===== config.mk =====
export PLATFORM = sky130hd
export DESIGN_NAME = sanduba_panel
export DESIGN_NICKNAME = d
export VERILOG_FILES = /design/src/rtl/sanduba_pkg.sv /design/src/rtl/sanduba_debounce.sv /design/src/rtl/sanduba_panel.sv
export SDC_FILE = /design/constraint.sdc
export NUM_CORES = 1
export LEC_CHECK = 0
export BUFFER_PORTS_ARGS = -buffer_cell sky130_fd_sc_hd__buf_2
export CORE_ASPECT_RATIO = 1.1
export CORE_UTILIZATION = 30
export CTS_BUF_LIST = sky130_fd_sc_hd__clkbuf_4
export CTS_CLUSTER_SIZE = 30
export DETAILED_ROUTE_END_ITERATION = 7
export GPL_TIMING_DRIVEN = 0
export SLEW_MARGIN = 20
export SYNTH_ARGS = -nofsm -noshare
export SYNTH_HDL_FRONTEND = slang
export SYNTH_HIERARCHICAL = 1
export SYNTH_SLANG_ARGS = --single-unit

===== constraint.sdc =====
create_clock -name clock -period 1.7 [get_ports clock]
set_input_delay 0.17 -clock clock [delete_from_list [all_inputs] [get_ports clock]]
set_output_delay 0.17 -clock clock [all_outputs]
set_load 0.005 [all_outputs]

===== src/rtl/sanduba_pkg.sv =====
// Shared definitions for the sandwich vending front panel and its controller.
// Channel order matches the bit order of the panel's pending vector.
package sanduba_pkg;

  typedef enum logic [1:0] {
    IDLE  = 2'd0,
    ISSUE = 2'd1,
    GUARD = 2'd2
  } panel_state_t;

  localparam int NUM_CH   = 5;
  localparam int CH_M100  = 0;
  localparam int CH_DEV   = 1;
  localparam int CH_GREEN = 2;
  localparam int CH_ATUM  = 3;
  localparam int CH_BACON = 4;

  // Sandwich prices in units of the 100-coin accepted by the coin sensor.
  localparam int COST_GREEN = 3;
  localparam int COST_ATUM  = 4;
  localparam int COST_BACON = 5;

  // One request class per issue: refund alone, then coin alone, then every
  // pending sandwich together so the controller can reject a multi-select.
  function automatic logic [NUM_CH-1:0] select_issue(input logic [NUM_CH-1:0] req);
    logic [NUM_CH-1:0] sel;
    sel = '0;
    if (req[CH_DEV]) begin
      sel[CH_DEV] = 1'b1;
    end else if (req[CH_M100]) begin
      sel[CH_M100] = 1'b1;
    end else begin
      sel = req;
    end
    return sel;
  endfunction

endpackage


===== src/rtl/sanduba_debounce.sv =====
// One panel input: two-flop synchronizer followed by a counting debouncer.
// o_press is high on the edge where the stable level is about to rise.
module sanduba_debounce #(
  parameter  int DEB_CYCLES = 4,
  localparam int CW         = $clog2(DEB_CYCLES)
) (
  input  logic clock,
  input  logic reset,
  input  logic i_raw,
  output logic o_press
);

  logic          r_sync1;
  logic          r_sync2;
  logic          r_stable;
  logic [CW-1:0] r_cnt;
  logic          w_mismatch;
  logic          w_accept;

  assign w_mismatch = r_sync2 ^ r_stable;
  assign w_accept   = w_mismatch && (r_cnt == CW'(DEB_CYCLES - 1));
  assign o_press    = w_accept && r_sync2;

  always_ff @(posedge clock or negedge reset) begin
    if (!reset) begin
      r_sync1  <= 1'b0;
      r_sync2  <= 1'b0;
      r_stable <= 1'b0;
      r_cnt    <= '0;
    end else begin
      // NOTE: non-blocking so every flop samples the pre-edge value; the
      // synchronizer chain only works if r_sync2 takes the old r_sync1.
      r_sync1 <= i_raw;
      r_sync2 <= r_sync1;
      if (!w_mismatch || w_accept) begin
        r_cnt <= '0;
      end else begin
        r_cnt <= r_cnt + 1'b1;
      end
      if (w_accept) begin
        r_stable <= r_sync2;
      end
    end
  end

endmodule


===== src/rtl/sanduba_panel.sv =====
// Front-panel conditioner: debounces five inputs, holds presses pending while
// the controller is busy and issues them as one-cycle pulses, one class at a time.
module sanduba_panel
  import sanduba_pkg::*;
#(
  parameter int DEB_CYCLES = 4
) (
  input  logic       clock,
  input  logic       reset,
  input  logic       raw_m100,
  input  logic       raw_dev,
  input  logic       raw_green,
  input  logic       raw_atum,
  input  logic       raw_bacon,
  input  logic       busy,
  output logic       m100,
  output logic       dev,
  output logic       r_green,
  output logic       r_atum,
  output logic       r_bacon,
  output logic       drop,
  output logic [4:0] pend
);

  panel_state_t      r_state;
  panel_state_t      w_next_state;
  logic [NUM_CH-1:0] w_raw;
  logic [NUM_CH-1:0] w_press;
  logic [NUM_CH-1:0] w_sel;
  logic [NUM_CH-1:0] r_pend;
  logic [NUM_CH-1:0] r_issue;
  logic              r_drop;

  assign w_raw = {raw_bacon, raw_atum, raw_green, raw_dev, raw_m100};

  for (genvar g = 0; g < NUM_CH; g++) begin : g_ch
    sanduba_debounce #(
      .DEB_CYCLES(DEB_CYCLES)
    ) u_deb (
      .clock  (clock),
      .reset  (reset),
      .i_raw  (w_raw[g]),
      .o_press(w_press[g])
    );
  end

  always_ff @(posedge clock or negedge reset) begin
    if (!reset) begin
      r_state <= IDLE;
    end else begin
      r_state <= w_next_state;
    end
  end

  always_comb begin
    // NOTE: default first so no path through the case leaves the value held,
    // which would otherwise infer a latch.
    w_next_state = r_state;
    case (r_state)
      IDLE:    if (!busy && (r_pend != '0)) w_next_state = ISSUE;
      ISSUE:   w_next_state = GUARD;
      GUARD:   w_next_state = IDLE;
      default: w_next_state = IDLE;
    endcase
  end

  // busy only matters in IDLE; the GUARD cycle lets the controller raise it.
  always_comb begin
    w_sel = '0;
    if ((r_state == IDLE) && !busy && (r_pend != '0)) begin
      w_sel = select_issue(r_pend);
    end
  end

  // A press landing on the issue edge re-arms its bit, so it is never lost.
  always_ff @(posedge clock or negedge reset) begin
    if (!reset) begin
      r_pend  <= '0;
      r_issue <= '0;
      r_drop  <= 1'b0;
    end else begin
      r_pend  <= (r_pend & ~w_sel) | w_press;
      r_issue <= w_sel;
      r_drop  <= |(w_press & r_pend & ~w_sel);
    end
  end

  assign m100    = r_issue[CH_M100];
  assign dev     = r_issue[CH_DEV];
  assign r_green = r_issue[CH_GREEN];
  assign r_atum  = r_issue[CH_ATUM];
  assign r_bacon = r_issue[CH_BACON];
  assign drop    = r_drop;
  assign pend    = r_pend;

endmodule


# After elaboration in Yosys (flattened, before gate mapping)
# Cells that the tools add are included.
dict set report word_totals {
  out_inout_bits 11
  word_cells 86
  input_bits 8
  regBits 38
}
dict set report classes {
  mux 13
  n_bitwise 10
  add_sub_neg 5
  n_reduce_logical 27
  n_eq_ne 7
}
# cell n
set op_table {}
lappend op_table {{$and A5 B5 Y5} 3}
lappend op_table {{$logic_and A1 B1 Y1} 13}
lappend op_table {{$mux W2} 6}
lappend op_table {{$add A2 B1 Y2 const B} 5}
lappend op_table {{$eq A2 B2 Y1 const B} 5}
lappend op_table {{$logic_not A1 Y1} 6}
lappend op_table {{$logic_or A1 B1 Y1} 5}
lappend op_table {{$mux W5} 1}
lappend op_table {{$not A5 Y5} 1}
lappend op_table {{$or A5 B5 Y5} 1}
lappend op_table {{$reduce_bool A5 Y1} 1}
lappend op_table {{$reduce_or A5 Y1} 1}
lappend op_table {{$xor A1 B1 Y1} 5}
lappend op_table {{$mux W4} 1}
lappend op_table {{$pmux W2 S2} 1}
lappend op_table {{$mux W1} 3}
lappend op_table {{$mux W3} 1}
lappend op_table {{$eq A2 B1 Y1 const B} 1}
lappend op_table {{$logic_not A2 Y1} 1}
lappend op_table {{$ne A2 B2 Y1 const B} 1}

# Longest topological paths before layout
# Gate-level depths: netlist of the first run.
dict set report logic_depth {
  ltp_word 7
  depth_mapped 6
  depth_no_buf 6
}

# Modules after synthesis
# The synthesis of the first run kept the hierarchy.
# mod cells_each n_inst area_each_um2 seq_area_each_um2
set modules_own_cells {}
lappend modules_own_cells {sanduba_debounce 13 5 180.2 125.1}
lappend modules_own_cells {sanduba_panel 40 1 510.5 325.3}

# Worst setup path before layout of the first run
# Ideal clock, no wire load.
dict set report synth_timing {
  path_kind {flip-flop to flip-flop}
  from {register r_state[0]}
  to {register r_pend[2] (netlist: pend[2])}
  t_required_ns 1.582
  period_less_slack_ns 1.486
  path_slack_ns 0.214
  path_buffers 1
  stages_incl_launch_ff 5
  arrival_ns 1.368
  setup_ns 0.118
  cell_sequence {dfrtp_1 > or3_1 > buf_6 > or3_4 > a21o_1}
}
dict set report synth_via {
  elab_chain_len 7
}
# element line
set synth_lines {}
lappend synth_lines {{start: declaration} sanduba_panel.sv:25} ;# panel_state_t r_state;
lappend synth_lines {{start signal: assignment} sanduba_panel.sv:51} ;# r_state <= w_next_state;
lappend synth_lines {{$logic_not A2 Y1} sanduba_panel.sv:70} ;# if ((r_state == IDLE) && !busy && (r_pend != '0)) begin
lappend synth_lines {{$logic_and A1 B1 Y1 (2 in series)} sanduba_panel.sv:70}
lappend synth_lines {{$mux W5} sanduba_panel.sv:70}
lappend synth_lines {{$not A5 Y5} sanduba_panel.sv:82} ;# r_pend <= (r_pend & ~w_sel) | w_press;
lappend synth_lines {{$and A5 B5 Y5} sanduba_panel.sv:82}
lappend synth_lines {{$or A5 B5 Y5} sanduba_panel.sv:82}
lappend synth_lines {{end signal: assignment} sanduba_panel.sv:82}
lappend synth_lines {{end: declaration} sanduba_panel.sv:30} ;# logic [NUM_CH-1:0] r_pend;
# Every way passes these cells.
# A chain may end at the register's enable or synchronous reset.

# Final worst setup path of the first run
dict set report layout_timing {
  from {register r_state[0]}
  to {register r_pend[3] (netlist: pend[3])}
}
# Same word-level chain as after synthesis.

==> impl_metrics.toml, run 1 <==
[detailed_routing]
drc = 0
wl_um = 2172
drtPass1Iterations = 5
vias_per_cell = 4.487
dr_total_vias = 848
drt_iter0_drc = 44
avgRoutedWirePerCell_um = 11.49
detail-route-antenna-nets = 0

[cts]
cts_tree = "built"
numCtsBuffers = 5
clk_pin_slew_ns = 0.10
cts-root-buf = "clkbuf_4"
cts_max_path_buffers = 2
post_cts_buffers = 0
htreeDepth = 2
clk_latency_ns = 0.33
cts_sinks = 38

[global_routing]
antenna_found_initial = 0
grt_use_total_pct = 11.03
first_global_vias = 900
grt_max_degree = 39
grt_first_pass_wirelength_um = 3864
overflow = 0

[timing]
timing.final.ws_setup_ns = 0.1389
final.period_utilization_pct = 91.83
slew_headroom_pct = 45.98
tightest_slew_ns = 0.8103
fmax_mhz = 640.6
fin_crit_ns = 1.561
slew_violations = 0
final.setup_skew_ns = 0.005113
rsz0062_at_grt = "false"
fin_setup_tns_ns = 0
setup_viol = 0
hold_viol = 0

[floorplanning]
dieArea_um2 = 4983
ios = 19
rows = 25
die_y_um = 73.94
initial_core_util_pct = 32.00
core_um2 = 4410
die_w_um = 67.40

[logic_synthesis]
syn-instance-count = 105
synth-warning-count = 6
ys_seq_elements = 38
syn-cell-area_um2 = 1411
yosysSeqAreaShare_pct = 67.38
synth.distinct_cells = 26
syn_nets = 118
syn_area_per_cell_um2 = 13.44

[critical_path]
r2r-start = "r_state[0]"
crit_type = "flip-flop to flip-flop"
cp-startpoint = "r_state[0]"
critPathMaxFanout = 9
crit_path_start_kind = "flip-flop"
cp.required_ns = 1.93
worstPathArrival_ns = 1.79
worst_setup_path_end_kind = "flip-flop"

[finish]
multi_input_area_um2 = 431.7
layout-drive-gt1-share_pct = 23.70
syn2layout_area_growth_pct = 18.71
seqCellArea_um2 = 950.9
fin_area_um2 = 1675
fillers = 434
final_net_count = 149
n_antenna_cell = 0

[placement]
pre_cts_slack_ns = 0.1269
place.detailed.hpwl_um = 1516
gp_congestion = 0.6984
io_buffers = 18
dpl-instance-area_um2 = 1569

[power]
power_density_nw_per_um2 = 1367
peakVddDrop_v = 0.0004818
p_leak_uw = 0.0008530

[worst_hold_path]
hp-class = "primary input to flip-flop"
min_from = "busy"

[flow_run]
maxCapViolations = 0

[outcome]
outcome = "finished clean"
flip-flops by register name, summed over array words and instances, names as in the netlist:
register	flops
g_ch.u_deb/r_stable	5
g_ch.u_deb/r_cnt	10
r_state	2
pend	5
g_ch.u_deb/r_sync2	5
r_issue	5
g_ch.u_deb/r_sync1	5
drop	1
logic make-up (layout without fill, tap and decap cells):
logic type | Yosys count | in the layout | synth area share, %
simple gates | 34 | 34 | 15.16
compound gates | 16 | 16 | 7.536
buf+inv | 7 | 37 | 2.393
xor+xnor | 5 | 5 | 3.103
flops | 38 | 38 | 67.38
fa+ha+maj | 5 | 5 | 4.433
cell usage after synthesis:
library cell,n,area (um^2)
inv_1,6,22.52
o21ai_0,6,30.03
xnor2_1,5,43.79
a21o_1,5,37.54
and2_1,3,18.77
ha_1,5,62.56
or3_1,1,6.260
a222oi_1,1,10.01
nand4_1,1,6.260
o31ai_1,1,7.510
and3_1,1,6.260
a21oi_1,1,5.000
or3_4,1,11.26
nor2_1,6,22.52
nor3b_1,1,7.510
dfrtp_1,38,950.9
buf_6,1,11.26
o21bai_1,1,7.510
nor4_1,1,6.260
nand3_1,1,5.000
o311ai_0,1,8.760
nand2_1,5,18.77
nor3_1,6,30.03
nor2b_1,1,6.260
nand2b_1,1,6.260
nor3b_2,5,62.56
stage by stage:
step / util, % / total power (uW) / hold slack [ns] / std cells
4_1_cts: 37.87 / 2330 / 0.1907 / 189
3_5_place_dp: 35.57 / 1912 / 0.2797 / 177
6_report: 37.99 / 2291 / 0.2170 / 189
3_3_place_gp: 35.57 / 1846 / 0.2779 / 177
2_1_floorplan: - / 1710 / -0.1256 / 105
5_1_grt: 37.99 / 2481 / 0.2130 / 189
critical path, cell delays in order (launching register included):
cell and delay [ns]:
dfrtp_1 0.40, or3_1 0.39, buf_6 0.14, or3_4 0.34
a21o_1 0.18
routing by layer:
layer / GRT usage [%] / wire [um] / share of wire (%)
met5: 0 / 0 / 0
met4: 6.383 / 49 / 2.3
met3: 6.595 / 144 / 6.6
met2: 17.11 / 1007 / 46
met1: 11.46 / 971 / 45
path summary, 6_finish.rpt:
check,end,slack (ns),cells after the start
setup reg to reg,pend[3],0.14,4
max in group asynchronous,g_ch[3].u_deb/r_stable,0.73,2
hold / removal,r_issue[1],0.22,4
hold reg to reg,g_ch[2].u_deb/r_sync2,0.36,0
min in group asynchronous,g_ch[0].u_deb/r_sync1,0.45,2
setup / recovery,pend[3],0.14,4
placed cells by master (no fill, tap or decap), types with 2 or more instances in the layout:
cell and instances:
ha_1 3, a21o_1 5, nand2_1 5, clkbuf_4 5, inv_1 6, buf_2 18
xnor2_1 5, o21ai_0 6, nor3_1 6, nor2_1 6, dfrtp_1 38, dlygate4sd3_1 6
and2_1 3, ha_2 2, nor3b_2 5
what timing repair did:
action / CTS / global route
gates resized for setup: 0 / 2
endpoints found under the hold margin: 43 / 0
setup endpoints to repair: 0 / 1
hold buffers: 6 / 0
cell type report:
type | instances | share of cell area (%)
Sequential cell | 38 | 56.76
Timing Repair Buffer | 24 | 8.962
Clock inverter | 1 | 0.2240
Clock buffer | 5 | 2.240
Inverter | 6 | 1.344
Tap cell | 54 | 4.033
Multi-Input combinational cell | 60 | 25.77
Buffer | 1 | 0.6721
report_power, final:
part	switching [uW]	internal, uW
Clock	262	141
Sequential	172	1130
Combinational	268	318
Note: power is estimated with default switching activity, not from simulation.
==> inputs of run 2 (changes only) <==
Settings changed: PLACE_DENSITY_LB_ADDON from default to 0.3.
==> run 2 against run 1 <==
Effect of this change:
- die area unchanged
- largest power group unchanged
- highest routed layer unchanged
- hold slack gained 0.0023 ns
- utilization rose by 1.2 points
- maximum frequency decreased by 2.1%
- sequential share of layout area down 1.8 points
==> impl_metrics.toml, run 2 (synthesized netlist as in run 1, its figures left out) <==
[worst_hold_path]
hp-class = "primary input to flip-flop"

[critical_path]
worstPathArrival_ns = 1.81
critPathMaxFanout = 4
crit_type = "flip-flop to flip-flop"
critPathMaxStageDelay_ns = 0.40
crit_chain = "ha_1 > nand2_1 > nor2_1 > a222oi_1 > o21bai_1 > nand4_1"
cpMaxStageDelayCell = "dfrtp_1"
cp.required_ns = 1.91
crit_path_start_kind = "flip-flop"
worst_setup_path_end_kind = "flip-flop"

[cts]
post_cts_buffers = 0
clk_pin_slew_ns = 0.11
htreeDepth = 2
cts-root-buf = "clkbuf_4"
numCtsBuffers = 5
clk_latency_ns = 0.34
cts_max_path_buffers = 2
cts_tree = "built"
cts_sinks = 38
ctsResizeCount = 0

[finish]
final_common_cell = "dfrtp_1"
regMostFlops = "g_ch.u_deb/r_cnt"
syn2layout_area_growth_pct = 22.61
largest_reg_flops = 10
multi_input_area_um2 = 426.7
fillers = 433
layout-drive-gt1-share_pct = 23.36
n_antenna_cell = 0
final_net_count = 149
seqCellArea_um2 = 950.9
fin_area_um2 = 1730
mostFrequentLayoutCells = "dfrtp_1 (38), buf_2 (18)"

[power]
p_sw_uw = 712.6
seqPwrFrac_pct = 49.8
peakVddDrop_v = 0.0006562
clockPowerShare_pct = 28.1
p_leak_uw = 0.0008858
swShare_pct = 27.32
power_uw = 2608
power_density_nw_per_um2 = 1507
internal_power_uw = 1896
comb_power_share_pct = 22.2

[detailed_routing]
drt_iter0_drc = 23
drc = 0
dr_total_vias = 865
avgRoutedWirePerCell_um = 11.00
vias_per_cell = 4.529
wl_um = 2101
detail-route-antenna-nets = 0
drtPass1Iterations = 4

[placement]
gp_congestion = 0.6851
dpl-instance-area_um2 = 1569
place.detailed.hpwl_um = 1497
io_buffers = 18

[floorplanning]
dieArea_um2 = 4983
ios = 19
rows = 25
die_w_um = 67.40
initial_core_util_pct = 32.00
core_um2 = 4410
die_y_um = 73.94

[global_routing]
first_global_vias = 844
grt_first_pass_wirelength_um = 3684
grt_max_degree = 39
antenna_found_initial = 0
grt_use_total_pct = 10.46
overflow = 0

[timing]
fin_setup_tns_ns = 0
final.period_utilization_pct = 93.84
fmax_mhz = 626.9
final.setup_skew_ns = 0.01013
whs_ns = 0.2192
tightest_slew_ns = 0.8078
fin_crit_ns = 1.595
hold_viol = 0
rsz0062_at_grt = "false"
slew_violations = 0
slew_headroom_pct = 46.14
setup_viol = 0

[outcome]
outcome = "finished clean"

[flow_run]
maxCapViolations = 0
run 2: cell types whose count changed in the layout (fill, tap and decap cells not counted), sizes merged:
cell    before  now
bufinv       0    2
run 2: through the flow:
step	instances	worst slack (ns)	util, %
2_1_floorplan	105	0.2139	-
3_3_place_gp	177	0.1269	35.57
3_5_place_dp	177	0.09928	35.57
4_1_cts	191	0.07986	39.23
5_1_grt	191	0.01787	39.23
6_report	191	0.1047	39.23
run 2: worst paths after layout:
check	slack [ns]	end	start	cells after the start
max in group asynchronous	0.74	g_ch[4].u_deb/r_cnt[0]	reset	2
worst max-delay path	0.10	drop	g_ch[3].u_deb/r_cnt[0]	6
worst max register to register	0.10	drop	g_ch[3].u_deb/r_cnt[0]	6
worst min register to register	0.36	g_ch[4].u_deb/r_sync2	g_ch[4].u_deb/r_sync1	0
worst min-delay path	0.22	r_issue[1]	busy	4
min in group asynchronous	0.45	r_state[0]	reset	2
run 2: per-layer routing:
layer	wire [um]	share of wire, %	global-route usage, %	up-vias
met5	0	0	0	-
met4	60	2.9	7.092	0
met3	114	5.4	4.294	6
met2	1023	49	16.44	19
met1	902	43	11.51	416
li1	-	-	-	424
run 2: worst max-delay path, delay by kind of cell (launching register included):
family	cells	cell delay [ns]
adder cells (fa/ha/maj)	1	0.25
flip-flops	1	0.40
AND/OR/NAND/NOR	3	0.27
AO/OA/AOI/OAI	2	0.56
run 2: power groups by stage:
stage | clock network, uW | registers [uW] | logic [uW]
3_3_place_gp | 0 | 1300 | 546
3_5_place_dp | 0 | 1320 | 583
5_1_grt | 795 | 1330 | 661
4_1_cts | 761 | 1300 | 593
6_report | 732 | 1300 | 578
2_1_floorplan | 0 | 1280 | 427
run 2: area by class of cell:
cell class | instances | share of cell area, %
inverters | 6 | 1.302
plain buffers | 1 | 0.6508
flip-flops and latches | 38 | 54.95
well taps | 54 | 3.905
repair buffers | 24 | 8.677
multi-input cells | 60 | 24.66
clock inverters | 3 | 3.688
clock buffers | 5 | 2.169
run 2: timing repair:
action / CTS / global route
setup endpoints to repair: 0 / 1
endpoints found under the hold margin: 43 / 0
hold buffers: 6 / 0
==> inputs of run 3 (changes only) <==
Settings changed: REMOVE_ABC_BUFFERS from default to 1.
==> run 3 against run 2 <==
Effect of this change:
- sequential share of layout area rose by 1.5 points
- critical path type unchanged
- clock skew fell by 0.0013 ns
- total power fell by 11%
- largest cell class unchanged
- routed wire length rose by 1.4%
- maximum frequency rose by 1.0%
- hold slack improved by 0.055 ns
- critical path depth fell by 3
- utilization fell by 1.0 points
==> impl_metrics.toml, run 3 (synthesized netlist as in run 1, its figures left out) <==
[outcome]
outcome = "finished clean"

[critical_path]
critPathMaxStageDelay_ns = 0.51
crit_buf_inv = 0
worst_setup_path_end_kind = "flip-flop"
crit_type = "flip-flop to flip-flop"
crit_path_start_kind = "flip-flop"
r2r-start = "r_state[0]"
cpMaxStageDelayCell = "or3_1"
critPathMaxFanout = 9
crit_chain = "or3_1 > or3_4 > a21o_1"
cp-startpoint = "r_state[0]"
cpLargestDelayFamily = "simple AND/OR/NAND/NOR gates"
cp.required_ns = 1.94
worstPathArrival_ns = 1.82

[detailed_routing]
drc = 0
wl_um = 2130
dr_total_vias = 862
detail-route-antenna-nets = 0
drt_iter0_drc = 51
vias_per_cell = 4.513
avgRoutedWirePerCell_um = 11.15
drtPass1Iterations = 5

[cts]
cts_max_path_buffers = 2
clk_latency_ns = 0.33
cts_sinks = 38
cts-root-buf = "clkbuf_4"
cts_tree = "built"
clk_pin_slew_ns = 0.11
htreeDepth = 2
numCtsBuffers = 5

[placement]
place.detailed.hpwl_um = 1511
gp_congestion = 0.6944
io_buffers = 18

[timing]
slew_violations = 0
tightest_slew_ns = 0.8075
setup_viol = 0
final.period_utilization_pct = 92.88
rsz0062_at_grt = "false"
slew_headroom_pct = 46.17
fmax_mhz = 633.3
final.setup_skew_ns = 0.008859
fin_crit_ns = 1.579
hold_viol = 0
fin_setup_tns_ns = 0

[floorplanning]
rows = 25
initial_core_util_pct = 32.00
die_y_um = 73.94
ios = 19
core_um2 = 4410
dieArea_um2 = 4983
die_w_um = 67.40

[finish]
final_core_util_pct = 38.18
largest_reg_flops = 10
layout-drive-gt1-share_pct = 24.82
n_antenna_cell = 0
final_net_count = 149
regMostFlops = "g_ch.u_deb/r_cnt"
syn2layout_area_growth_pct = 19.33
mostFrequentLayoutCells = "dfrtp_1 (38), buf_2 (18)"
final_common_cell = "dfrtp_1"

[global_routing]
grt_first_pass_wirelength_um = 3732
overflow = 0
grt_use_total_pct = 10.41
grt_max_degree = 39
antenna_found_initial = 0
first_global_vias = 852

[power]
peakVddDrop_v = 0.0005039
power_density_nw_per_um2 = 1376
p_leak_uw = 0.0008605

[worst_hold_path]
hp-class = "primary input to flip-flop"
min_from = "busy"

[flow_run]
maxCapViolations = 0
run 3: changes by cell type in the layout (fill, tap and decap cells not counted), sizes merged:
cell	change
clkbuf	+1
clkinv	+1
bufinv	-2
run 3: final timing paths:
check / depth (start not counted) / slack (ns) / to
max: 3 / 0.12 / pend[2]
min: 4 / 0.27 / drop
max reg2reg: 3 / 0.12 / pend[2]
min reg2reg: 0 / 0.35 / g_ch[1].u_deb/r_sync2
max in group asynchronous: 2 / 0.74 / g_ch[0].u_deb/r_cnt[1]
min in group asynchronous: 2 / 0.45 / g_ch[0].u_deb/r_sync1
run 3: cell type report:
class,instances,area (um^2)
fill,422,2726
sequential,38,950.9
multi-input combinational,60,431.7
timing repair buffer,25,157.7
tap,54,67.56
clock buffer,6,45.04
inverter,6,22.52
clock inverter,2,8.758
run 3: report_power, final:
group          leakage [uW]  total (uW)  switching [uW]  internal, uW
sequential         0.000488        1300             170          1130
clock             0.0000331         441             270           171
combinational      0.000340         575             269           306
total              0.000861        2320             710          1610
run 3: metal layers:
layer  share of wire (%)  GRT usage, %  vias to the layer above
met3                 7.1         5.061                        4
li1                    -             -                      424
met1                  43         11.25                      412
met2                  48         16.67                       22
met4                 1.9         5.674                        0
met5                   0             0                        -
run 3: through the flow:
stage	total power (uW)	cell area, um^2	hold slack [ns]	setup slack (ns)	std cells
after floorplan	1684	1400	-0.1256	0.2295	104
after global placement	1824	1558	0.2774	0.1312	176
after detailed placement	1881	1558	0.2793	0.09018	176
after CTS	2338	1672	0.2620	0.06978	190
after global routing	2513	1684	0.2816	0.005867	191
final	2317	1684	0.2747	0.1210	191
run 3: timing repair:
item,CTS,global route
buffers inserted,0,1
endpoints found under the hold margin,43,0
hold buffers,6,0
endpoints found under the setup margin,0,1
gates resized for setup,0,2
run 3: tightest hold or removal path, cell delays in order:
cell	delay (ns)
buf_2	0.09
o31ai_1	0.07
a21o_1	0.17
nand4_1	0.08
